==> src/rtl/mips_pkg.sv <==
// Shared MIPS encodings (opcodes, functs, request kinds, loader states) used by
// the encoder and by the main/ALU decoders so the two sides cannot drift apart.
package mips_pkg;

   localparam logic [5:0] OP_RTYPE = 6'b000000;
   localparam logic [5:0] OP_LW    = 6'b100011;
   localparam logic [5:0] OP_SW    = 6'b101011;
   localparam logic [5:0] OP_BEQ   = 6'b000100;
   localparam logic [5:0] OP_ADDI  = 6'b001000;
   localparam logic [5:0] OP_J     = 6'b000010;

   localparam logic [5:0] FUNCT_ADD = 6'b100000;
   localparam logic [5:0] FUNCT_SUB = 6'b100010;
   localparam logic [5:0] FUNCT_AND = 6'b100100;
   localparam logic [5:0] FUNCT_OR  = 6'b100101;
   localparam logic [5:0] FUNCT_SLT = 6'b101010;

   // Codes 11-15 are illegal request kinds.
   typedef enum logic [3:0] {
      K_NOP  = 4'd0,
      K_ADD  = 4'd1,
      K_SUB  = 4'd2,
      K_AND  = 4'd3,
      K_OR   = 4'd4,
      K_SLT  = 4'd5,
      K_LW   = 4'd6,
      K_SW   = 4'd7,
      K_BEQ  = 4'd8,
      K_ADDI = 4'd9,
      K_J    = 4'd10
   } kind_t;

   typedef enum logic [1:0] {
      IDLE  = 2'd0,
      LOAD  = 2'd1,
      DRAIN = 2'd2,
      DONE  = 2'd3
   } state_t;

endpackage

==> src/rtl/enc_fifo.sv <==
// Synchronous FIFO for encoded words; head is visible the cycle after the first push.
// Push is ignored when full, pop is ignored when empty; push and pop may coincide.
module enc_fifo #(
   parameter int WIDTH = 32,
   parameter int DEPTH = 4
) (
   input  logic             clk,
   input  logic             reset,
   input  logic             push,
   input  logic [WIDTH-1:0] push_dat,
   input  logic             pop,
   output logic [WIDTH-1:0] head,
   output logic             full,
   output logic             empty
);

   localparam int AW = $clog2(DEPTH);

   logic [WIDTH-1:0] mem [DEPTH];
   logic [AW:0]      wp;
   logic [AW:0]      rp;
   logic             do_push;
   logic             do_pop;

   // Extra pointer bit distinguishes full from empty when the indices match.
   assign empty   = (wp == rp);
   assign full    = (wp[AW] != rp[AW]) && (wp[AW-1:0] == rp[AW-1:0]);
   assign do_push = push & ~full;
   assign do_pop  = pop & ~empty;
   assign head    = mem[rp[AW-1:0]];

   always_ff @(posedge clk or negedge reset) begin
      if (!reset) begin
         wp <= '0;
         rp <= '0;
      end else begin
         if (do_push) wp <= wp + 1'b1;
         if (do_pop)  rp <= rp + 1'b1;
      end
   end

   always_ff @(posedge clk) begin
      if (do_push) mem[wp[AW-1:0]] <= push_dat;
   end

endmodule

==> src/rtl/mips_instr_encoder.sv <==
// Program loader: encodes instruction requests into MIPS words and streams them to imem.
// One-cycle accept-to-write latency when idle; req_ready drops while the word FIFO is full.
module mips_instr_encoder
   import mips_pkg::*;
#(
   parameter int ADDR_W = 6,
   parameter int DEPTH  = 4
) (
   input  logic              clk,
   input  logic              reset,
   input  logic              start,
   input  logic [ADDR_W-1:0] base,
   input  logic              finish,
   input  logic              req_valid,
   output logic              req_ready,
   input  logic [3:0]        req_kind,
   input  logic [4:0]        req_rs,
   input  logic [4:0]        req_rt,
   input  logic [4:0]        req_rd,
   input  logic [15:0]       req_imm,
   input  logic [25:0]       req_target,
   output logic              imem_we,
   input  logic              wr_ready,
   output logic [ADDR_W-1:0] imem_addr,
   output logic [31:0]       imem_wd,
   output logic              busy,
   output logic              done,
   output logic              err,
   output logic              wrapped
);

   function automatic logic [31:0] encode(input logic [3:0]  kind,
                                          input logic [4:0]  rs,
                                          input logic [4:0]  rt,
                                          input logic [4:0]  rd,
                                          input logic [15:0] imm,
                                          input logic [25:0] target);
      logic [31:0] w;
      w = '0;
      case (kind)
         K_ADD:   w = {OP_RTYPE, rs, rt, rd, 5'b0, FUNCT_ADD};
         K_SUB:   w = {OP_RTYPE, rs, rt, rd, 5'b0, FUNCT_SUB};
         K_AND:   w = {OP_RTYPE, rs, rt, rd, 5'b0, FUNCT_AND};
         K_OR:    w = {OP_RTYPE, rs, rt, rd, 5'b0, FUNCT_OR};
         K_SLT:   w = {OP_RTYPE, rs, rt, rd, 5'b0, FUNCT_SLT};
         K_LW:    w = {OP_LW, rs, rt, imm};
         K_SW:    w = {OP_SW, rs, rt, imm};
         K_BEQ:   w = {OP_BEQ, rs, rt, imm};
         K_ADDI:  w = {OP_ADDI, rs, rt, imm};
         K_J:     w = {OP_J, target};
         default: w = '0;
      endcase
      return w;
   endfunction

   state_t            state;
   state_t            state_nxt;
   logic [ADDR_W-1:0] addr;
   logic              fifo_full;
   logic              fifo_empty;
   logic [31:0]       fifo_head;
   logic              accept;
   logic              legal;
   logic              push;
   logic              pop;

   assign req_ready = (state == LOAD) & ~fifo_full;
   assign accept    = req_valid & req_ready;
   assign legal     = (req_kind <= K_J);
   assign push      = accept & legal;
   assign imem_we   = ~fifo_empty;
   assign pop       = imem_we & wr_ready;
   assign imem_addr = addr;
   // Stale head contents are hidden while nothing is queued.
   assign imem_wd   = imem_we ? fifo_head : '0;
   assign busy      = (state == LOAD) | (state == DRAIN);
   assign done      = (state == DONE);

   enc_fifo #(
      .WIDTH (32),
      .DEPTH (DEPTH)
   ) u_fifo (
      .clk      (clk),
      .reset    (reset),
      .push     (push),
      .push_dat (encode(req_kind, req_rs, req_rt, req_rd, req_imm, req_target)),
      .pop      (pop),
      .head     (fifo_head),
      .full     (fifo_full),
      .empty    (fifo_empty)
   );

   always_ff @(posedge clk or negedge reset) begin
      if (!reset) state <= IDLE;
      else        state <= state_nxt;
   end

   // DRAIN never accepts, so an empty FIFO also means no write this cycle.
   always_comb begin
      state_nxt = state;
      case (state)
         IDLE:    if (start)      state_nxt = LOAD;
         LOAD:    if (finish)     state_nxt = DRAIN;
         DRAIN:   if (fifo_empty) state_nxt = DONE;
         DONE:                    state_nxt = IDLE;
         default:                 state_nxt = IDLE;
      endcase
   end

   always_ff @(posedge clk or negedge reset) begin
      if (!reset) begin
         addr    <= '0;
         err     <= 1'b0;
         wrapped <= 1'b0;
      end else if ((state == IDLE) && start) begin
         addr    <= base;
         err     <= 1'b0;
         wrapped <= 1'b0;
      end else begin
         if (accept && !legal) err <= 1'b1;
         if (pop) begin
            addr <= addr + 1'b1;
            if (&addr) wrapped <= 1'b1;
         end
      end
   end

endmodule

==> config.mk <==
export PLATFORM = sky130hd
export DESIGN_NAME = mips_instr_encoder
export DESIGN_NICKNAME = d
export VERILOG_FILES = /design/src/rtl/mips_pkg.sv /design/src/rtl/enc_fifo.sv /design/src/rtl/mips_instr_encoder.sv
export SDC_FILE = /design/constraint.sdc
export NUM_CORES = 1
export LEC_CHECK = 0
export ABC_AREA = 1
export CORE_UTILIZATION = 35
export CTS_CLUSTER_SIZE = 28
export DETAILED_ROUTE_END_ITERATION = 10
export GPL_TIMING_DRIVEN = 0
export PLACE_DENSITY = 0.54
export SYNTH_ARGS = -nofsm -noshare
export SYNTH_HDL_FRONTEND = slang
export SYNTH_HIERARCHICAL = 1
export SYNTH_SLANG_ARGS = --single-unit
==> constraint.sdc <==
create_clock -name clk -period 3.7 [get_ports clk]
set_input_delay 0.74 -clock clk [delete_from_list [all_inputs] [get_ports clk]]
set_output_delay 0.74 -clock clk [all_outputs]
set_load 0.1 [all_outputs]
* Yosys cells after proc, flatten, opt, wreduce, memory -nomap -nowiden
Memory sizes are Yosys's and may differ from the RTL's.
Index checks and enable logic that the tools add are counted.
Widths: inputs -> output; s select.
** Storage, ports and cells
- Register bits :: 16
- Memory bits (writable) :: 128
- Input port bits :: 73
- Output and inout bits :: 44
- Logic and storage cells :: 65
- Memories :: 1
** Memories
- u_fifo.mem :: words 4, bits a word 32, rd ports 1, clocked after Yosys merged registers in 0, wr ports 1, RTL line enc_fifo.sv:19 : logic [WIDTH-1:0] mem [DEPTH];
** Operators by class
- $add $sub $neg :: 3
- Order comparisons :: 1
- Eq/ne operators :: 19
- Mux-type cells :: 15
- Bitwise operators :: 9
- Reduce and logical (&&, ||, !) cells :: 11
** Operator list (number)
- $pmux 32 s10 :: 1
- $mux 32 :: 1
- $eq 4x3->1 const B :: 4
- $eq 4x4->1 const B :: 3
- $mux 6 :: 2
- $eq 4x2->1 const B :: 2
- $pmux 2 s4 :: 1
- $mux 1 :: 7
- $add 3x1->3 const B :: 2
- $add 6x1->6 const B :: 1
- $and 1x1->1 :: 6
- $mux 2 :: 3
- $ne 2x2->1 const B :: 3
- $reduce_and 6->1 :: 1
- $reduce_bool 2->1 :: 3
- $eq 2x2->1 const B :: 2
- $eq 4x1->1 const B :: 1
- $le 4x4->1 const B :: 1
- $eq 3x3->1 :: 1
- $logic_and 1x1->1 :: 3
- $reduce_and 3->1 :: 1
- $eq 2x1->1 const B :: 1
- $eq 2x2->1 :: 1
- $logic_not 2->1 :: 1
- 5 further kinds :: 6

* Logic depth before layout (Yosys ltp)
- Depth in word-level cells :: 9
- Mapped depth :: 13
- Gate-level depth less buffers :: 13

* Cells and area by module
The synthesis kept the hierarchy.
** By module, submodules not included
- enc_fifo :: times used 1, cells each 371, area an instance 5180.0 sq um, seq. area each 3993.8 sq um
- mips_instr_encoder :: times used 1, cells each 279, area an instance 1441.4 sq um, seq. area each 250.2 sq um

* Least setup slack after synthesis
Ideal clock, no wire load.
- Kind :: register to register
- From :: reg u_fifo.rp[0]
- To :: mem u_fifo.mem[0][0], enable pin
- Library setup time :: 0.421 ns
- Arrival time :: 4.040 ns
- Data required time :: 3.279 ns
- Setup slack :: -0.761 ns
- Stages on the path, launching flop included :: 11
- Buffers on the path :: 1
- Clock period less this slack :: 4.461 ns
- Cells stage by stage :: dfrtp_1 > buf_6 > nand2_2 > nand2_4 > nand3_4 > inv_1 > nor2_1 > nand2_1 > nor2_1 > nand2_2 > nor2_1
** On the way
- Longest elaborated chain between the ends :: 9
** RTL lines
- start, declared :: RTL line enc_fifo.sv:21 : logic [AW:0] rp;
- start signal, assigned :: RTL line enc_fifo.sv:38 : if (do_pop) rp <= rp + 1'b1;
- $eq 2x2->1 :: RTL line enc_fifo.sv:27 : assign full = (wp[AW] != rp[AW]) && (wp[AW-1:0] == rp[AW-1:0]);
- $logic_and 1x1->1 :: RTL line enc_fifo.sv:27
- net fifo_full :: RTL line mips_instr_encoder.sv:59 : logic fifo_full;
- $not 1->1 :: RTL line mips_instr_encoder.sv:67 : assign req_ready = (state == LOAD) & ~fifo_full;
- $and 1x1->1 :: RTL line mips_instr_encoder.sv:67
- net req_ready :: RTL line mips_instr_encoder.sv:15 : output logic req_ready,
- $and 1x1->1 :: RTL line mips_instr_encoder.sv:68 : assign accept = req_valid & req_ready;
- $and 1x1->1 :: RTL line mips_instr_encoder.sv:70 : assign push = accept & legal;
- net push :: RTL line mips_instr_encoder.sv:64 : logic push;
- $and 1x1->1 :: RTL line enc_fifo.sv:28 : assign do_push = push & ~full;
- $mux 1 :: RTL line enc_fifo.sv:43 : if (do_push) mem[wp[AW-1:0]] <= push_dat;
- $mux 1 (not written as such) :: RTL line enc_fifo.sv:43
- end, declared :: RTL line enc_fifo.sv:19
The timed path passes the listed nets, and every way through them passes these cells.

* Final worst setup path
- From :: reg u_fifo.rp[0]
- To :: out imem_we
** On the way
- Longest elaborated chain between the ends :: 2
** RTL lines
- $eq 3x3->1 :: RTL line enc_fifo.sv:26 : assign empty = (wp == rp);
- net fifo_empty :: RTL line mips_instr_encoder.sv:60 : logic fifo_empty;
- $not 1->1 :: RTL line mips_instr_encoder.sv:71 : assign imem_we = ~fifo_empty;
- end, declared :: RTL line mips_instr_encoder.sv:22 : output logic imem_we,
The timed path passes the listed nets, and every way through them passes these cells.

==> flow_metrics.tcl <==
set metrics [dict create \
    holdWs_ns 0.516 \
    fp.dieH_um 140 \
    drt-initial-drc-count 260 \
    hp-class "reg -> reg" \
    critPathCaptureType "output port" \
    synth-compound-area-share_pct 9.50 \
    grt_pass1_vias 4986 \
    drt_wl_total_um 17100 \
    die_width_um 140 \
    viasPerCell 4.77 \
    fillers 1708 \
    synth_edf_count 128 \
    synthArstFlopShare_pct 11.1 \
    hpwl_um 11500 \
    htreeDepth 4 \
    num_rows 49 \
    synth_xor_xnor_area_share_pct 0.378 \
    fin_ws_ns 0.133 \
    worstPathRequired_ns 2.96 \
    crit_buf_inv 5 \
    syn_to_final_growth_pct 31.6 \
    crit_top_cell "inv_1" \
    relSlewSlack_pct 34.3 \
    synth_top_family_by_area "simple AND/OR/NAND/NOR gates" \
    core_area_um2 18300 \
    synth_cell_types 32 \
    cts_tree "yes" \
    fin_skew_ns 0.0106 \
    pre_cts_slack_ns 0.0388 \
    max_clock_freq_mhz 280 \
    synthAdderAreaFrac_pct 1.89 \
    initial_core_util_pct 36.2 \
    ios 117 \
    synth_area_um2 6620 \
    synth_seq_cells 144 \
    crit_chain "buf_6, nand2_2, nand2_4, nand3_2, inv_1, buf_2, inv_1, clkdlybuf4s50_1" \
    synthMuxAreaShare_pct 0 \
    max-cap-violations 0 \
    port_buffers 116 \
    ys_seq_area_share_pct 64.1 \
    crit_path_start_kind "flip-flop" \
    worstSkewPairLatency_ns 0.42 \
    slew_violations 0 \
    grt_max_degree 33 \
    final_cell_mix "edfxtp_1, nand2_1, nor2_1" \
    synth_area_per_cell_um2 10.2 \
    synth_top_area_share_pct 58.0 \
    layout-drive-gt1-share_pct 12.3 \
    via_count 4925 \
    multiInputGateArea_um2 1990 \
    slowest_delay_ns 1.15 \
    mostFrequentLayoutCell "edfxtp_1" \
    track_usage_pct 18.4 \
    grt.overflow.total 0 \
    clock_path_buffers 2 \
    critPathKind "reg -> out" \
    finalSetupViolations 0 \
    grt_pass1_wl_um 26800 \
    ys_top_cells_by_area "edfxtp_1, nand2_1, nor2_1" \
    fin_tns_setup_ns 0 \
    clk_pin_slew_worst_paths_ns 0.06 \
    ant_nets 0 \
    antenna_found_initial 0 \
    yosys.area_share.simple_pct 17.6 \
    cts_sinks 144 \
    final_cells 1033 \
    antenna_cells 0 \
    drt_pass1_iterations 4 \
    die_area_um2 19500 \
    arrival_ns 2.83 \
    hold_viol_final 0 \
    place.gp.congestion 0.886 \
    cts_root_buf "clkbuf_16" \
    crit_cells 8 \
    layout_min_cycle_time_ns 3.57 \
    numCtsBuffers 17 \
    min_path_cells 2 \
    num-nets-final 874 \
    grt_setup_unrepaired "no" \
    drc 0 \
    yosysTopAreaCell "edfxtp_1" \
    worst_pin_slew_ns 0.982 \
    reg2reg_depth 12 \
    fin_crit_sh_pct 96.4 \
    synth_cells 650 \
    critical_path.slowest_cell "clkdlybuf4s50_1" \
    synth_flop_cell "edfxtp_1" \
    ctsHoldBuffers 0 \
    wl_per_cell_um 16.5 \
    yosysWarnings 6 \
    critPathMaxFanout 10 \
    status "completed" \
    seqCellArea_um2 4240 \
    dp_cells 1001 \
    path_delay_family "buffers and inverters" \
]
==> synth_stat cells, types with 4 or more instances <==
cell      number
o21ai_1       23
nand3_1       21
nand2_1      123
ha_1          10
inv_1         62
clkbuf_1      10
o22ai_1       33
nand2_2        4
o21ai_0       49
buf_6          5
edfxtp_1     128
nor2_1       121
dfrtp_1       16
buf_2         13
inv_2          7
==> metal layers <==
metal | vias up | track usage, % | part of all wire, %
met5 | - | 0 | 0
met4 | 0 | 4.97 | 0.71
met3 | 9 | 4.47 | 4.6
met2 | 139 | 31.3 | 48
met1 | 2312 | 23.3 | 47
li1 | 2465 | - | -
==> final cells by class <==
class / instances / area share [%]
sequential: 144 / 48.7
buffer: 29 / 1.95
inverter: 69 / 2.97
tap: 229 / 3.29
clock inverter: 15 / 1.92
multi-input combinational: 411 / 22.8
clock buffer: 17 / 4.88
timing repair buffer: 119 / 13.5
==> cell families (layout without fill, tap and decap cells) <==
logic type,count (synthesis),in the layout
adder cells (fa/ha/maj),10,10
other,1,4
flip-flops,144,144
AO/OA/AOI/OAI,113,113
buffers and inverters,98,249
XOR/XNOR,2,2
AND/OR/NAND/NOR,282,282
==> path summary, 6_finish.rpt <==
check / slack, ns / to / from
worst min-delay path: 0.52 / err / err
worst max-delay path: 0.13 / imem_we / u_fifo/rp[0]
max in group asynchronous: 2.40 / u_fifo/rp[1] / reset
worst max register to register: 0.98 / u_fifo/mem[3][8] / u_fifo/rp[0]
worst min register to register: 0.52 / err / err
min in group asynchronous: 0.79 / imem_addr[3] / reset
==> state kept, by name, summed over array words and instances, names as in the netlist <==
register	cells
err	1
imem_addr	6
state	2
u_fifo/mem	128
u_fifo/rp	3
u_fifo/wp	3
wrapped	1
==> what timing repair did <==
action / in CTS / in global routing
endpoints found under the hold margin: 0 / 0
gates resized for setup: 48 / 29
setup buffers: 0 / 0
endpoints found under the setup margin: 32 / 26
==> stage by stage <==
step	util (%)	area, um^2
floorplan	-	6640
global placement	44.3	8090
detailed placement	44.7	8170
CTS	47.8	8740
global route	47.7	8710
finish	47.7	8710
==> worst reg2reg max path, stage by stage (launching register included) <==
cell and delay (ns):
dfrtp_1 0.46, buf_6 0.18, nand2_2 0.07, nand2_4 0.06, nand3_4 0.11, inv_1 0.06
nor2_2 0.12, nand2_1 0.10, nor2_1 0.27, nand2_1 0.09, inv_1 0.08, nand2_1 0.08
inv_2 0.65
Power is left out: the tool's default activity adds up to more than one toggle a clock period on the data nets, which glitch-free logic cannot reach.
